File: config.mk
export PLATFORM = sky130hd
export DESIGN_NAME = dec_ascii_conv_flat
export DESIGN_NICKNAME = d
export VERILOG_FILES = /design/src/rtl/dec_ascii_pkg.sv /design/src/rtl/dec_ascii_conv_if.sv /design/src/rtl/dec_ascii_conv_bcd_adj3.sv /design/src/rtl/dec_ascii_conv.sv /design/src/flat_wrapper.sv
export SDC_FILE = /design/constraint.sdc
export NUM_CORES = 1
export LEC_CHECK = 0
export BUFFER_PORTS_ARGS = -buffer_cell sky130_fd_sc_hd__buf_4
export CAP_MARGIN = 10
export CORE_MARGIN = 2
export CORE_UTILIZATION = 45
export DETAILED_ROUTE_END_ITERATION = 8
export PLACE_DENSITY = 0.75
export SLEW_MARGIN = 25
export SYNTH_ARGS = -nofsm -noshare
export SYNTH_HDL_FRONTEND = slang
export SYNTH_SLANG_ARGS = --single-unit
File: constraint.sdc
create_clock -name clk -period 10.8 [get_ports clk]
set_input_delay 1.08 -clock clk [delete_from_list [all_inputs] [get_ports clk]]
set_output_delay 1.08 -clock clk [all_outputs]
set_load 0.01 [all_outputs]
File: src/rtl/dec_ascii_pkg.sv
// ---------------------------------------------------------------------------
// dec_ascii_pkg
// Shared types and constants for the binary-to-ASCII decimal converter.
//   state_t    : converter FSM states (IDLE, CONV, DONE)
//   NUM_W      : width of the binary input value
//   NDIG       : number of decimal digits produced
//   ITER       : double-dabble iterations (one per input bit)
//   ASCII_ZERO : ASCII code of the character '0'
// ---------------------------------------------------------------------------
package dec_ascii_pkg;

    localparam int unsigned NUM_W      = 32;
    localparam int unsigned NDIG       = 10;
    localparam int unsigned ITER       = 32;
    localparam int unsigned CNT_W      = $clog2(ITER);
    localparam logic [7:0]  ASCII_ZERO = 8'h30;

    typedef enum logic [1:0] {
        IDLE = 2'd0,
        CONV = 2'd1,
        DONE = 2'd2
    } state_t;

endpackage : dec_ascii_pkg

File: src/rtl/dec_ascii_conv_if.sv
// ---------------------------------------------------------------------------
// dec_ascii_conv_if
// Request/result bundle of the decimal converter.
//   load        : start request, NUM sampled on the accepting edge
//   NUM         : unsigned binary value to convert
//   CHAR0..CHAR9: ASCII decimal digits, CHAR0 least significant
//   busy        : conversion in progress
//   done        : CHAR0..CHAR9 hold a completed result
// Modports: master (requester side), slave (converter side).
// ---------------------------------------------------------------------------
interface dec_ascii_conv_if;
    import dec_ascii_pkg::*;

    logic             load;
    logic [NUM_W-1:0] NUM;
    logic [7:0]       CHAR0, CHAR1, CHAR2, CHAR3, CHAR4;
    logic [7:0]       CHAR5, CHAR6, CHAR7, CHAR8, CHAR9;
    logic             busy;
    logic             done;

    modport master (
        output load, NUM,
        input  CHAR0, CHAR1, CHAR2, CHAR3, CHAR4,
        input  CHAR5, CHAR6, CHAR7, CHAR8, CHAR9,
        input  busy, done
    );

    modport slave (
        input  load, NUM,
        output CHAR0, CHAR1, CHAR2, CHAR3, CHAR4,
        output CHAR5, CHAR6, CHAR7, CHAR8, CHAR9,
        output busy, done
    );

endinterface : dec_ascii_conv_if

File: src/rtl/dec_ascii_conv_bcd_adj3.sv
// ---------------------------------------------------------------------------
// bcd_adj3
// Double-dabble nibble correction: adds 3 to a BCD digit that is >= 5 so
// that the following left shift carries correctly into the next digit.
//   din  : BCD digit before correction
//   dout : corrected digit
// ---------------------------------------------------------------------------
module bcd_adj3 (
    input  logic [3:0] din,
    output logic [3:0] dout
);

    assign dout = (din >= 4'd5) ? din + 4'd3 : din;

endmodule : bcd_adj3

File: src/rtl/dec_ascii_conv.sv
// ---------------------------------------------------------------------------
// dec_ascii_conv
// Sequential binary-to-ASCII decimal converter (shift-and-add-3). A load in
// IDLE or DONE captures NUM; 32 CONV cycles later the ten ASCII digits are
// registered, done rises and busy falls on the same edge.
//   clk        : conversion clock
//   reset      : asynchronous, active-high reset
//   bus        : dec_ascii_conv_if.slave (load, NUM, CHAR0..CHAR9, busy, done)
//   BLANK_CHAR : character driven on blanked leading-zero digits
// Build option: define DEC_LZB_EN to blank leading zeros with BLANK_CHAR
// (CHAR0 always stays a digit).
// ---------------------------------------------------------------------------
module dec_ascii_conv
    import dec_ascii_pkg::*;
#(
    parameter logic [7:0] BLANK_CHAR = 8'h20
) (
    input  logic                clk,
    input  logic                reset,
    dec_ascii_conv_if.slave     bus
);

`ifdef DEC_LZB_EN
    localparam bit LZB_EN = 1'b1;
`else
    localparam bit LZB_EN = 1'b0;
`endif

    state_t             state_q, state_d;
    logic [NUM_W-1:0]   bin_q, bin_next;
    logic [4*NDIG-1:0]  bcd_q, bcd_adj, bcd_next;
    logic [CNT_W-1:0]   cnt_q;
    logic [7:0]         char_q    [NDIG];
    logic [7:0]         char_next [NDIG];
    logic               last_iter;
    logic               seen_nz;
    logic [3:0]         digit;
    // Top digit never reaches 8 for a 32-bit input, so the shifted-out bit
    // is always zero.
    logic               unused_msb;

    // ------------------------------------------------------------------
    // Per-digit add-3 correction ahead of the shift
    // ------------------------------------------------------------------
    for (genvar g = 0; g < NDIG; g++) begin : g_adj
        bcd_adj3 u_adj (
            .din  (bcd_q[4*g +: 4]),
            .dout (bcd_adj[4*g +: 4])
        );
    end

    assign {unused_msb, bcd_next, bin_next} = {bcd_adj, bin_q, 1'b0};

    assign last_iter = (state_q == CONV) && (cnt_q == CNT_W'(ITER - 1));

    // ------------------------------------------------------------------
    // FSM: state register
    // ------------------------------------------------------------------
    // NOTE: state elements use non-blocking assignments so every flop
    // samples pre-edge values regardless of process ordering.
    always_ff @(posedge clk or posedge reset) begin
        if (reset) state_q <= IDLE;
        else       state_q <= state_d;
    end

    // ------------------------------------------------------------------
    // FSM: next state
    // ------------------------------------------------------------------
    // NOTE: defaults assigned first so no path leaves a signal unassigned
    // and infers a latch.
    always_comb begin
        state_d = state_q;
        unique case (state_q)
            IDLE, DONE: if (bus.load) state_d = CONV;
            CONV:       if (last_iter) state_d = DONE;
            default:    state_d = IDLE;
        endcase
    end

    // ------------------------------------------------------------------
    // Result formatting from the final adjusted-and-shifted BCD value,
    // scanning from the most significant digit to track leading zeros.
    // ------------------------------------------------------------------
    always_comb begin
        char_next = '{default: ASCII_ZERO};
        seen_nz   = 1'b0;
        digit     = 4'd0;
        for (int i = NDIG - 1; i >= 0; i--) begin
            digit = bcd_next[4*i +: 4];
            if (digit != 4'd0) seen_nz = 1'b1;
            if (LZB_EN && !seen_nz && (i != 0)) char_next[i] = BLANK_CHAR;
            else                                char_next[i] = ASCII_ZERO + {4'd0, digit};
        end
    end

    // ------------------------------------------------------------------
    // Datapath: shift registers, iteration counter and result registers
    // ------------------------------------------------------------------
    // NOTE: the result registers are reset too, so the outputs read as
    // "0000000000" after reset and an aborted run never leaks a partial value.
    always_ff @(posedge clk or posedge reset) begin
        if (reset) begin
            bin_q  <= '0;
            bcd_q  <= '0;
            cnt_q  <= '0;
            for (int i = 0; i < NDIG; i++) char_q[i] <= ASCII_ZERO;
        end else begin
            unique case (state_q)
                IDLE, DONE: begin
                    if (bus.load) begin
                        bin_q <= bus.NUM;
                        bcd_q <= '0;
                        cnt_q <= '0;
                    end
                end
                CONV: begin
                    bin_q <= bin_next;
                    bcd_q <= bcd_next;
                    cnt_q <= cnt_q + 1'b1;
                    if (last_iter) char_q <= char_next;
                end
                default: ;
            endcase
        end
    end

    // Status decoded from the state register: mutually exclusive by design.
    assign bus.busy = (state_q == CONV);
    assign bus.done = (state_q == DONE);

    assign bus.CHAR0 = char_q[0];
    assign bus.CHAR1 = char_q[1];
    assign bus.CHAR2 = char_q[2];
    assign bus.CHAR3 = char_q[3];
    assign bus.CHAR4 = char_q[4];
    assign bus.CHAR5 = char_q[5];
    assign bus.CHAR6 = char_q[6];
    assign bus.CHAR7 = char_q[7];
    assign bus.CHAR8 = char_q[8];
    assign bus.CHAR9 = char_q[9];

endmodule : dec_ascii_conv

File: src/flat_wrapper.sv
// flat-port wrapper written by rule: the top's interface ports become plain ports
module dec_ascii_conv_flat import dec_ascii_pkg::*;
#(
    parameter logic [7:0] BLANK_CHAR = 8'h20
)
  (clk, reset, bus_load, bus_NUM, bus_CHAR0, bus_CHAR1, bus_CHAR2, bus_CHAR3, bus_CHAR4, bus_CHAR5, bus_CHAR6, bus_CHAR7, bus_CHAR8, bus_CHAR9, bus_busy, bus_done);
  dec_ascii_conv_if bus_i ();
  input  logic clk;
  input  logic reset;
  input wire logic [$bits(bus_i.load)-1:0] bus_load;
  input wire logic [$bits(bus_i.NUM)-1:0] bus_NUM;
  output wire logic [$bits(bus_i.CHAR0)-1:0] bus_CHAR0;
  output wire logic [$bits(bus_i.CHAR1)-1:0] bus_CHAR1;
  output wire logic [$bits(bus_i.CHAR2)-1:0] bus_CHAR2;
  output wire logic [$bits(bus_i.CHAR3)-1:0] bus_CHAR3;
  output wire logic [$bits(bus_i.CHAR4)-1:0] bus_CHAR4;
  output wire logic [$bits(bus_i.CHAR5)-1:0] bus_CHAR5;
  output wire logic [$bits(bus_i.CHAR6)-1:0] bus_CHAR6;
  output wire logic [$bits(bus_i.CHAR7)-1:0] bus_CHAR7;
  output wire logic [$bits(bus_i.CHAR8)-1:0] bus_CHAR8;
  output wire logic [$bits(bus_i.CHAR9)-1:0] bus_CHAR9;
  output wire logic [$bits(bus_i.busy)-1:0] bus_busy;
  output wire logic [$bits(bus_i.done)-1:0] bus_done;
  assign bus_i.load = bus_load;
  assign bus_i.NUM = bus_NUM;
  assign bus_CHAR0 = bus_i.CHAR0;
  assign bus_CHAR1 = bus_i.CHAR1;
  assign bus_CHAR2 = bus_i.CHAR2;
  assign bus_CHAR3 = bus_i.CHAR3;
  assign bus_CHAR4 = bus_i.CHAR4;
  assign bus_CHAR5 = bus_i.CHAR5;
  assign bus_CHAR6 = bus_i.CHAR6;
  assign bus_CHAR7 = bus_i.CHAR7;
  assign bus_CHAR8 = bus_i.CHAR8;
  assign bus_CHAR9 = bus_i.CHAR9;
  assign bus_busy = bus_i.busy;
  assign bus_done = bus_i.done;
  dec_ascii_conv #(.BLANK_CHAR(BLANK_CHAR)) u_core (.clk(clk), .reset(reset), .bus(bus_i));
endmodule
==> flow_summary.json, run 1 <==
{
  "non_filler_cells_in_the_finished_layout": 828,
  "cts_setup_buffers": 0,
  "critical-path-slowest-cell": "inv_4",
  "setup_viol_count_final": 0,
  "mostFrequentLayoutCell": "dfrtp_1",
  "detail_route.wirelength.met1_um": 5200,
  "die_x_um": 119,
  "cts.sinks": 119,
  "finish.net_count": 698,
  "clkTransAtPathRegs_ps": 50,
  "required_ps": 9720,
  "yosys_warnings": 0,
  "result_of_the_run": "finished, final reports clean",
  "finalCritPeriodShare": 0.281,
  "drive_gt1_frac": 0.222,
  "drc": 0,
  "routed_wl_um": 11500,
  "post-place-cells": 798,
  "rsz0062_at_grt": "false",
  "ys_types": 30,
  "slew_viol_final": 0,
  "initial_antenna_violation_count": 0,
  "num-fill-cells": 1145,
  "cts_buffers": 17,
  "met3RoutedLength_um": 708,
  "timing.max_slew.rel_slack": 0.449,
  "pwr_dens_nw_per_um2": 310,
  "timing_hold_violations_final": 0,
  "critical_path_class": "register to primary output",
  "worstPathMaxFanout": 69,
  "grt_first_pass_wirelength_um": 19200,
  "antennaDiodeCount": 0,
  "placedInstanceArea_um2": 6470,
  "finalInstanceArea_um2": 7020,
  "design.portCount": 117,
  "die_area_um2": 14200,
  "wl_per_cell_um": 13.9,
  "drt_first_pass_iters": 5,
  "timing.fmax_ghz": 0.330,
  "kind_of_end_point_of_the_critical_path": "primary output",
  "ir_worst_vdd_uv": 134,
  "gpl.final_weighted_congestion": 0.782,
  "clock_latency_at_the_later_pin_of_the_worst_skew_pair_ps": 410,
  "leakage_nw": 3.54,
  "io_buffers": 76,
  "globalRoute.totalOverflow": 0,
  "yosysSeqAreaShare": 0.498,
  "place.detailed.hpwl_um": 7450,
  "placeableCoreArea_um2": 13100,
  "detail-route-antenna-nets": 0,
  "hold_path_class": "register to register",
  "synth_instances": 572,
  "dr_wl_met2_um": 5460,
  "setup.worst_path.start_class": "register",
  "core.rowCount": 42,
  "topRoutingLayerUsed": "met4",
  "starting_density": 0.457,
  "syn_to_final_growth_pct": 17.4,
  "max_cap_viol_count": 0,
  "deepest_level_of_the_cts_h_tree": 4,
  "syn_area_um2": 5980,
  "detailroute.via_count": 4237,
  "synth-seq-cells": 119,
  "route.detailed.vias_per_inst": 5.12,
  "synthesis.area_per_instance_um2": 10.5,
  "clock_tree.buffer_depth": 2,
  "cp_num_buf_inv": 2,
  "grt_start_max_net_pins": 70,
  "cts_tree": "built",
  "first_global_vias": 4063,
  "min_period_ps": 3030,
  "tightestPinTransition_ps": 826,
  "drt-initial-drc-count": 273,
  "globalRouteTotalUtil": 0.168,
  "setup-tns-final_ps": 0,
  "cts.repair.resized": 0,
  "timing.clock.skew_ps": 7.55,
  "final_cell_mix": "dfrtp_1, nand2_1, buf_4, o21ai_0, conb_1",
  "finalWorstSetupSlack_ps": 7770,
  "crit_family": "buffers and inverters",
  "cpPeakStageDelay_ps": 610,
  "dp_slack_ps": 7730,
  "hold_buffer_count_at_cts": 0,
  "cell_chain_critical_path": "nand2b_4 -> inv_4 -> buf_4",
  "design_power_total_w": 0.00217,
  "die_h_um": 119,
  "cp_data_arrival_time_ps": 1950,
  "clock_tree.root_cell": "clkbuf_16"
}
state kept, by name (all words and copies together), names as in the netlist:
| register | count |
|---|---|
| u_core.bin_q | 32 |
| u_core.bus.CHAR6 | 4 |
| u_core.bus.CHAR2 | 4 |
| u_core.bus.CHAR7 | 4 |
| u_core.bus.CHAR4 | 4 |
| u_core.bus.CHAR3 | 4 |
| u_core.cnt_q | 5 |
| u_core.bcd_q | 40 |
| u_core.state_q | 2 |
| u_core.bus.CHAR5 | 4 |
| u_core.bus.CHAR0 | 4 |
| u_core.bus.CHAR8 | 4 |
| u_core.bus.CHAR9 | 4 |
| u_core.bus.CHAR1 | 4 |
report_power, final:
group	switching, W	internal, W	leakage [nW]
Sequential	0.000159	0.000640	1.54
Clock	0.000192	0.000329	0.266
Combinational	0.000448	0.000407	1.74
Total	0.000798	0.00138	3.54
worst reg2reg max path: stages (launching register included):
cell and delay [ps]:
dfrtp_1 440, nand2b_4 280, inv_4 340, nor2_4 750
buf_4 500, o21ai_0 170, nand2_1 80
layout make-up:
type / instances / area (um^2) / area share
clock buffers: 21 / 470 / 0.0670
repair buffers: 79 / 593 / 0.0845
flip-flops and latches: 119 / 2980 / 0.424
multi-input cells: 401 / 2590 / 0.369
inverters: 23 / 91.3 / 0.0130
well taps: 176 / 220 / 0.0314
clock inverters: 9 / 77.6 / 0.0110
cells by family (layout without fill, tap and decap cells):
family                   after synthesis  count (layout)  share of synthesized area
adder cells (fa/ha/maj)               22              22                     0.0460
buffers and inverters                 90             132                     0.0931
XOR/XNOR                              10              10                     0.0146
multiplexers                          32              32                     0.0711
AND/OR/NAND/NOR                      161             161                      0.128
flip-flops                           119             119                      0.498
AO/OA/AOI/OAI                        136             136                      0.148
other                                  2              40                    0.00126
Yosys cell counts, drive strengths merged:
cell type	number	area [um^2]
a21oi	29	183
a22o	24	210
a22oi	31	233
and3	1	6.26
buf	58	434
clkbuf	9	33.8
conb	2	7.51
dfrtp	119	2980
ha	22	275
inv	23	88.8
mux2	21	315
mux2i	11	110
nand2	104	398
nand2b	13	88.8
nand3	10	50.1
nand4	1	6.26
nor2	2	15.0
nor2b	1	6.26
nor3	10	50.1
nor3b	19	143
o21ai	52	260
xnor2	10	87.6
per-layer routing:
metal	vias to the layer above	GRT usage
met5	-	0
met4	0	0.0707
met3	15	0.0551
met2	121	0.256
met1	2078	0.222
li1	2023	-
metrics by stage:
step / utilization / hold WS (ps)
after CTS: 0.537 / 465
after floorplan: - / 437
after global routing: 0.537 / 485
after detailed placement: 0.495 / 460
final: 0.537 / 465
after global placement: 0.495 / 453
path summary, 6_finish.rpt:
check / from / endpoint / slack (ps) / cells after the start
min in group asynchronous: reset / u_core.bus.CHAR0[2] / 840 / 2
worst max-delay path: u_core.state_q[0] / bus_busy / 7770 / 3
max in group asynchronous: reset / u_core.bcd_q[3] / 8780 / 3
worst min-delay path: u_core.cnt_q[3] / u_core.cnt_q[3] / 470 / 1
worst min register to register: u_core.cnt_q[3] / u_core.cnt_q[3] / 470 / 1
worst max register to register: u_core.state_q[0] / u_core.bcd_q[7] / 8190 / 6
Power figures use the tool's default switching activity.
==> run 2, diff against run 1 <==
--- a/config.mk
+++ b/config.mk
@@ -10,7 +10,7 @@
 export CORE_MARGIN = 2
 export CORE_UTILIZATION = 45
 export DETAILED_ROUTE_END_ITERATION = 8
-export PLACE_DENSITY = 0.75
+export PLACE_DENSITY = 0.78
 export SLEW_MARGIN = 25
 export SYNTH_ARGS = -nofsm -noshare
 export SYNTH_HDL_FRONTEND = slang
==> constraint.sdc (replaced) <==
create_clock -name clk -period 2.45 [get_ports clk]
set_input_delay 0.245 -clock clk [delete_from_list [all_inputs] [get_ports clk]]
set_output_delay 0.245 -clock clk [all_outputs]
set_load 0.01 [all_outputs]
==> run 2 against run 1 <==
Against the previous run:
- largest power group unchanged
- highest routed layer unchanged
- sequential share of layout area down 1.1 points
- wire length up 2.0%
- first-iteration DRC count rose by 2.6%
==> flow_summary.json, run 2 (synthesis results as in run 1) <==
{
  "result_of_the_run": "finished, final reports clean",
  "finalCritPeriodShare": 0.827,
  "drive_gt1_frac": 0.226,
  "ff_latch_area_um2": 2980,
  "reg_top3": "u_core.bcd_q (40), u_core.bin_q (32), u_core.cnt_q (5)",
  "setup.worst_path.start_class": "register",
  "drt_first_pass_iters": 6,
  "critical-path-slowest-cell": "dfrtp_1",
  "die_h_um": 119,
  "detailroute.via_count": 4218,
  "timing.clock.skew_ps": 5.24,
  "cell_chain_critical_path": "nand2b_4 -> inv_4 -> buf_4 -> buf_4",
  "pwr_dens_nw_per_um2": 1400,
  "critical_path.most_common_cell": "buf_4",
  "clock_latency_at_the_later_pin_of_the_worst_skew_pair_ps": 410,
  "num-fill-cells": 1138,
  "timing.max_slew.rel_slack": 0.584,
  "placedInstanceArea_um2": 6550,
  "drt-initial-drc-count": 280,
  "mostFrequentLayoutCell": "dfrtp_1",
  "grt_start_max_net_pins": 120,
  "cp_num_buf_inv": 3,
  "setup-tns-final_ps": 0,
  "cp_data_arrival_time_ps": 1780,
  "cts_setup_buffers": 0,
  "globalRoute.totalOverflow": 0,
  "largest_register_ff_count": 40,
  "placeableCoreArea_um2": 13100,
  "regMostFlops": "u_core.bcd_q",
  "io_buffers": 76,
  "slew_viol_final": 0,
  "rsz0062_at_grt": "false",
  "critical_path_class": "register to primary output",
  "starting_density": 0.457,
  "setup_viol_count_final": 0,
  "detail-route-antenna-nets": 0,
  "ir_worst_vdd_uv": 748,
  "clock_tree.root_cell": "clkbuf_16",
  "cts_buffers": 17,
  "finalInstanceArea_um2": 7200,
  "design_power_total_w": 0.0101,
  "timing.rr.start": "u_core.cnt_q[0]",
  "worstPathMaxFanout": 23,
  "timing.fmax_ghz": 0.494,
  "grt_first_pass_wirelength_um": 19900,
  "hold_buffer_count_at_cts": 0,
  "cts.sinks": 119,
  "die_x_um": 119,
  "route.detailed.vias_per_inst": 5.06,
  "deepest_level_of_the_cts_h_tree": 4,
  "clock_tree.buffer_depth": 2,
  "routed_wl_um": 11700,
  "first_global_vias": 4212,
  "core.rowCount": 42,
  "antennaDiodeCount": 0,
  "design.portCount": 117,
  "gpl.final_weighted_congestion": 0.779,
  "kind_of_end_point_of_the_critical_path": "primary output",
  "crit_family": "buffers and inverters",
  "required_ps": 2200,
  "wl_per_cell_um": 14.1,
  "globalRouteTotalUtil": 0.174,
  "finish.net_count": 702,
  "hold_path_class": "input port to asynchronous set/reset pin",
  "cpPeakStageDelay_ps": 380,
  "tightestPinTransition_ps": 625,
  "final_cell_mix": "dfrtp_1, nand2_1, buf_4, o21ai_0, conb_1",
  "drc": 0,
  "multi_input_area_um2": 2590,
  "cts.repair.resized": 0,
  "min_period_ps": 2030,
  "die_area_um2": 14200,
  "clkTransAtPathRegs_ps": 50,
  "place.detailed.hpwl_um": 7780,
  "initial_antenna_violation_count": 0,
  "syn_to_final_growth_pct": 20.4,
  "leakage_nw": 3.63,
  "worst_setup_path_startpoint": "u_core.state_q[1]",
  "max_cap_viol_count": 0,
  "cts_tree": "built",
  "timing_hold_violations_final": 0
}
[run 2: cell count changes in the layout (fill, tap and decap cells not counted)]
| cell | change |
|---|---|
| buf_12 | +4 |
| bufinv_16 | +4 |
| clkbuf_1 | +2 |
| clkinv_2 | -1 |
| clkinvlp_4 | -2 |
| inv_4 | -1 |
[run 2: final cells by class]
| cell class | instances | area share |
|---|---|---|
| Inverter | 23 | 0.0129 |
| Clock inverter | 9 | 0.0236 |
| Timing Repair Buffer | 83 | 0.0935 |
| Tap cell | 176 | 0.0306 |
| Multi-Input combinational cell | 401 | 0.360 |
| Clock buffer | 23 | 0.0664 |
| Sequential cell | 119 | 0.413 |
[run 2: metal layers]
layer | track usage | wire length, um
met5 | 0 | 0
met4 | 0.0632 | 157
met3 | 0.0651 | 746
met2 | 0.282 | 5800
met1 | 0.213 | 5030
[run 2: path summary, 6_finish.rpt]
| path | end | slack [ps] | cells past startpoint |
|---|---|---|---|
| setup / recovery | bus_busy | 420 | 4 |
| hold / removal | u_core.bus.CHAR0[1] | 30 | 3 |
| setup reg to reg | u_core.bus.CHAR8[1] | 520 | 6 |
| hold reg to reg | u_core.bin_q[13] | 480 | 2 |
| max in group asynchronous | u_core.bus.CHAR8[3] | 1970 | 3 |
| min in group clk | u_core.bin_q[19] | 40 | 3 |
[run 2: report_power, final]
part,switching (W),internal (W)
Clock,0.000834,0.00188
Combinational,0.00198,0.00183
Sequential,0.000720,0.00282
Total,0.00354,0.00653
[run 2: stage by stage]
step	hold slack, ps	std cells	util	worst slack, ps
floorplan	353	610	-	750
global placement	461	802	0.501	570
detailed placement	464	802	0.501	526
CTS	28.4	834	0.550	397
global route	43.8	834	0.550	334
finish	26.4	834	0.550	425
[run 2: worst reg2reg max path: stages, from the launching register on]
cell,delay (ps)
dfrtp_1,400
ha_1,230
and3_1,190
ha_1,220
nand2_4,240
buf_12,210
mux2_4,330
==> run 3, diff against run 2 <==
--- a/config.mk
+++ b/config.mk
@@ -10,7 +10,7 @@
 export CORE_MARGIN = 2
 export CORE_UTILIZATION = 45
 export DETAILED_ROUTE_END_ITERATION = 8
-export PLACE_DENSITY = 0.78
+export PLACE_DENSITY = 0.75
 export SLEW_MARGIN = 25
 export SYNTH_ARGS = -nofsm -noshare
 export SYNTH_HDL_FRONTEND = slang
==> constraint.sdc (replaced) <==
create_clock -name clk -period 2 [get_ports clk]
set_input_delay 0.2 -clock clk [delete_from_list [all_inputs] [get_ports clk]]
set_output_delay 0.2 -clock clk [all_outputs]
set_load 0.01 [all_outputs]
==> run 3 against run 2 <==
Against the previous run:
- the run now ends with negative hold slack left
- sequential power is 23% higher
- via count increased by 3.3%
- sequential share of layout area down 0.91 points
- utilization rose by 1.2 points
- die area did not move
- total power is 17% higher
- hold slack got worse by 61 ps
- flip-flop and latch count did not move
- design area rose by 2.3%
- register-to-register slack lost 330 ps
- largest cell class unchanged
==> flow_summary.json, run 3 (synthesis results as in run 1) <==
{
  "result_of_the_run": "finished with violations",
  "failed_checks": "negative hold slack",
  "power.sequential.fraction": 0.370,
  "power_frac_comb": 0.403,
  "finish.net_count": 734,
  "globalRouteTotalUtil": 0.183,
  "final_cell_mix": "dfrtp_1, nand2_1, buf_4, o21ai_0, conb_1",
  "finalWorstSetupSlack_ps": 108,
  "globalRoute.totalOverflow": 0,
  "first_global_vias": 4416,
  "cts_tree": "built",
  "fin_hold_ws_ps": -34.7,
  "kind_of_end_point_of_the_critical_path": "primary output",
  "timing.clock.skew_ps": 6.93,
  "place.detailed.hpwl_um": 7610,
  "timing.max_slew.rel_slack": 0.583,
  "design.portCount": 117,
  "max_cap_viol_count": 0,
  "clock_tree.buffer_depth": 2,
  "initial_antenna_violation_count": 0,
  "drive_gt1_frac": 0.215,
  "mostFrequentLayoutCell": "dfrtp_1",
  "setup-tns-final_ps": 0,
  "required_ps": 1800,
  "clock_latency_at_the_later_pin_of_the_worst_skew_pair_ps": 420,
  "intPower_w": 0.00740,
  "route.detailed.vias_per_inst": 5.05,
  "sw_frac_of_total": 0.369,
  "gpl.final_weighted_congestion": 0.809,
  "tightestPinTransition_ps": 626,
  "setup.worst_path.start_class": "register",
  "clkTransAtPathRegs_ps": 50,
  "wl_per_cell_um": 14.2,
  "starting_density": 0.457,
  "cts_buffers": 17,
  "finalCritPeriodShare": 0.946,
  "grt_first_pass_wirelength_um": 20700,
  "timing_hold_violations_final": 24,
  "die_area_um2": 14200,
  "die_h_um": 119,
  "core.rowCount": 42,
  "cts.sinks": 119,
  "drt_first_pass_iters": 5,
  "antennaDiodeCount": 0,
  "largest_register_ff_count": 40,
  "routed_wl_um": 12200,
  "cts_setup_buffers": 0,
  "hold_path_class": "input port to asynchronous set/reset pin",
  "num-fill-cells": 1083,
  "timing.fmax_ghz": 0.529,
  "critical_path_class": "register to primary output",
  "worstPathMaxFanout": 36,
  "regToRegEndpoint": "u_core.bus.CHAR2[2]",
  "netSwitchingPower_w": 0.00433,
  "deepest_level_of_the_cts_h_tree": 4,
  "syn_to_final_growth_pct": 23.2,
  "ir_worst_vdd_uv": 706,
  "clock_tree.root_cell": "clkbuf_16",
  "final_util": 0.563,
  "timing.rr.start": "u_core.cnt_q[0]",
  "placeableCoreArea_um2": 13100,
  "grt_start_max_net_pins": 120,
  "dp_slack_ps": 195,
  "drt-initial-drc-count": 239,
  "leakage_nw": 3.69,
  "die_x_um": 119,
  "ff_latch_area_um2": 2980,
  "min_period_ps": 1890,
  "detailroute.via_count": 4356,
  "rr_worst_depth": 6,
  "drc": 0,
  "detail-route-antenna-nets": 0,
  "rsz0062_at_grt": "false",
  "non_filler_cells_in_the_finished_layout": 863,
  "regMostFlops": "u_core.bcd_q",
  "io_buffers": 76,
  "post-place-cells": 805,
  "slew_viol_final": 0,
  "clock_power_share": 0.227,
  "setup_viol_count_final": 0,
  "pwr_dens_nw_per_um2": 1590,
  "reg_top3": "u_core.bcd_q (40), u_core.bin_q (32), u_core.cnt_q (5)",
  "cp_data_arrival_time_ps": 1690,
  "multi_input_area_um2": 2590,
  "r2r_setup_slack_ps": 190
}
[run 3: cell count changes in the layout (fill, tap and decap cells not counted)]
| cell | previous run | this run |
|---|---|---|
| bufinv_16 | 5 | 0 |
| buf_12 | 4 | 3 |
| buf_4 | 79 | 82 |
| clkbuf_1 | 3 | 4 |
| dlygate4sd3_1 | 0 | 29 |
| clkinv_2 | 4 | 5 |
| buf_6 | 0 | 1 |
[run 3: stage by stage]
stage | total power, W | cell area, um^2
4_1_cts | 0.0118 | 7360
3_5_place_dp | 0.00905 | 6560
5_1_grt | 0.0126 | 7360
2_1_floorplan | 0.00771 | 6130
6_report | 0.0117 | 7360
3_3_place_gp | 0.00873 | 6560
[run 3: critical path, stage by stage, from the launching register on]
cell      delay [ps]
dfrtp_1          390
nand2b_4         160
inv_4            220
buf_6            320
buf_4            180
[run 3: how the worst max path moves through the flow]
stage | start | to | slack (ps) | depth (start not counted)
floorplan | reset | u_core.bcd_q[0] | 340 | 1
global placement | u_core.cnt_q[0] | u_core.bus.CHAR8[2] | 240 | 6
detailed placement | u_core.cnt_q[0] | u_core.bus.CHAR7[1] | 190 | 6
CTS | u_core.state_q[1] | bus_busy | 80 | 4
global route | u_core.state_q[1] | bus_busy | 10 | 4
finish | u_core.state_q[1] | bus_busy | 110 | 4
[run 3: layer usage]
layer  vias up  global-route usage  share of wire  wire length, um
li1       2103                   -              -                -
met1      2104               0.229           0.43             5300
met2       129               0.292           0.50             6090
met3        20              0.0632          0.055              667
met4         0              0.0737          0.014              175
met5         -                   0              0                0
[run 3: power by group through the flow]
stage                     clock (W)  sequential, W  combinational, W
after floorplan                   0        0.00428           0.00343
after global placement            0        0.00428           0.00445
after detailed placement          0        0.00434           0.00472
after CTS                   0.00271        0.00433           0.00478
after global routing        0.00284        0.00450           0.00531
final                       0.00266        0.00434           0.00473
[run 3: what timing repair did]
action / in CTS / in global routing
endpoints found under the hold margin: 29 / 0
resized for setup: 1 / 0
hold buffers: 29 / 0
setup endpoints to repair: 1 / 0
[run 3: final cells by class]
| type | count | area share |
|---|---|---|
| sequential | 119 | 0.404 |
| tap | 176 | 0.0299 |
| multi-input combinational | 401 | 0.352 |
| clock inverter | 5 | 0.00340 |
| clock buffer | 24 | 0.0654 |
| timing repair buffer | 115 | 0.133 |
| inverter | 23 | 0.0126 |
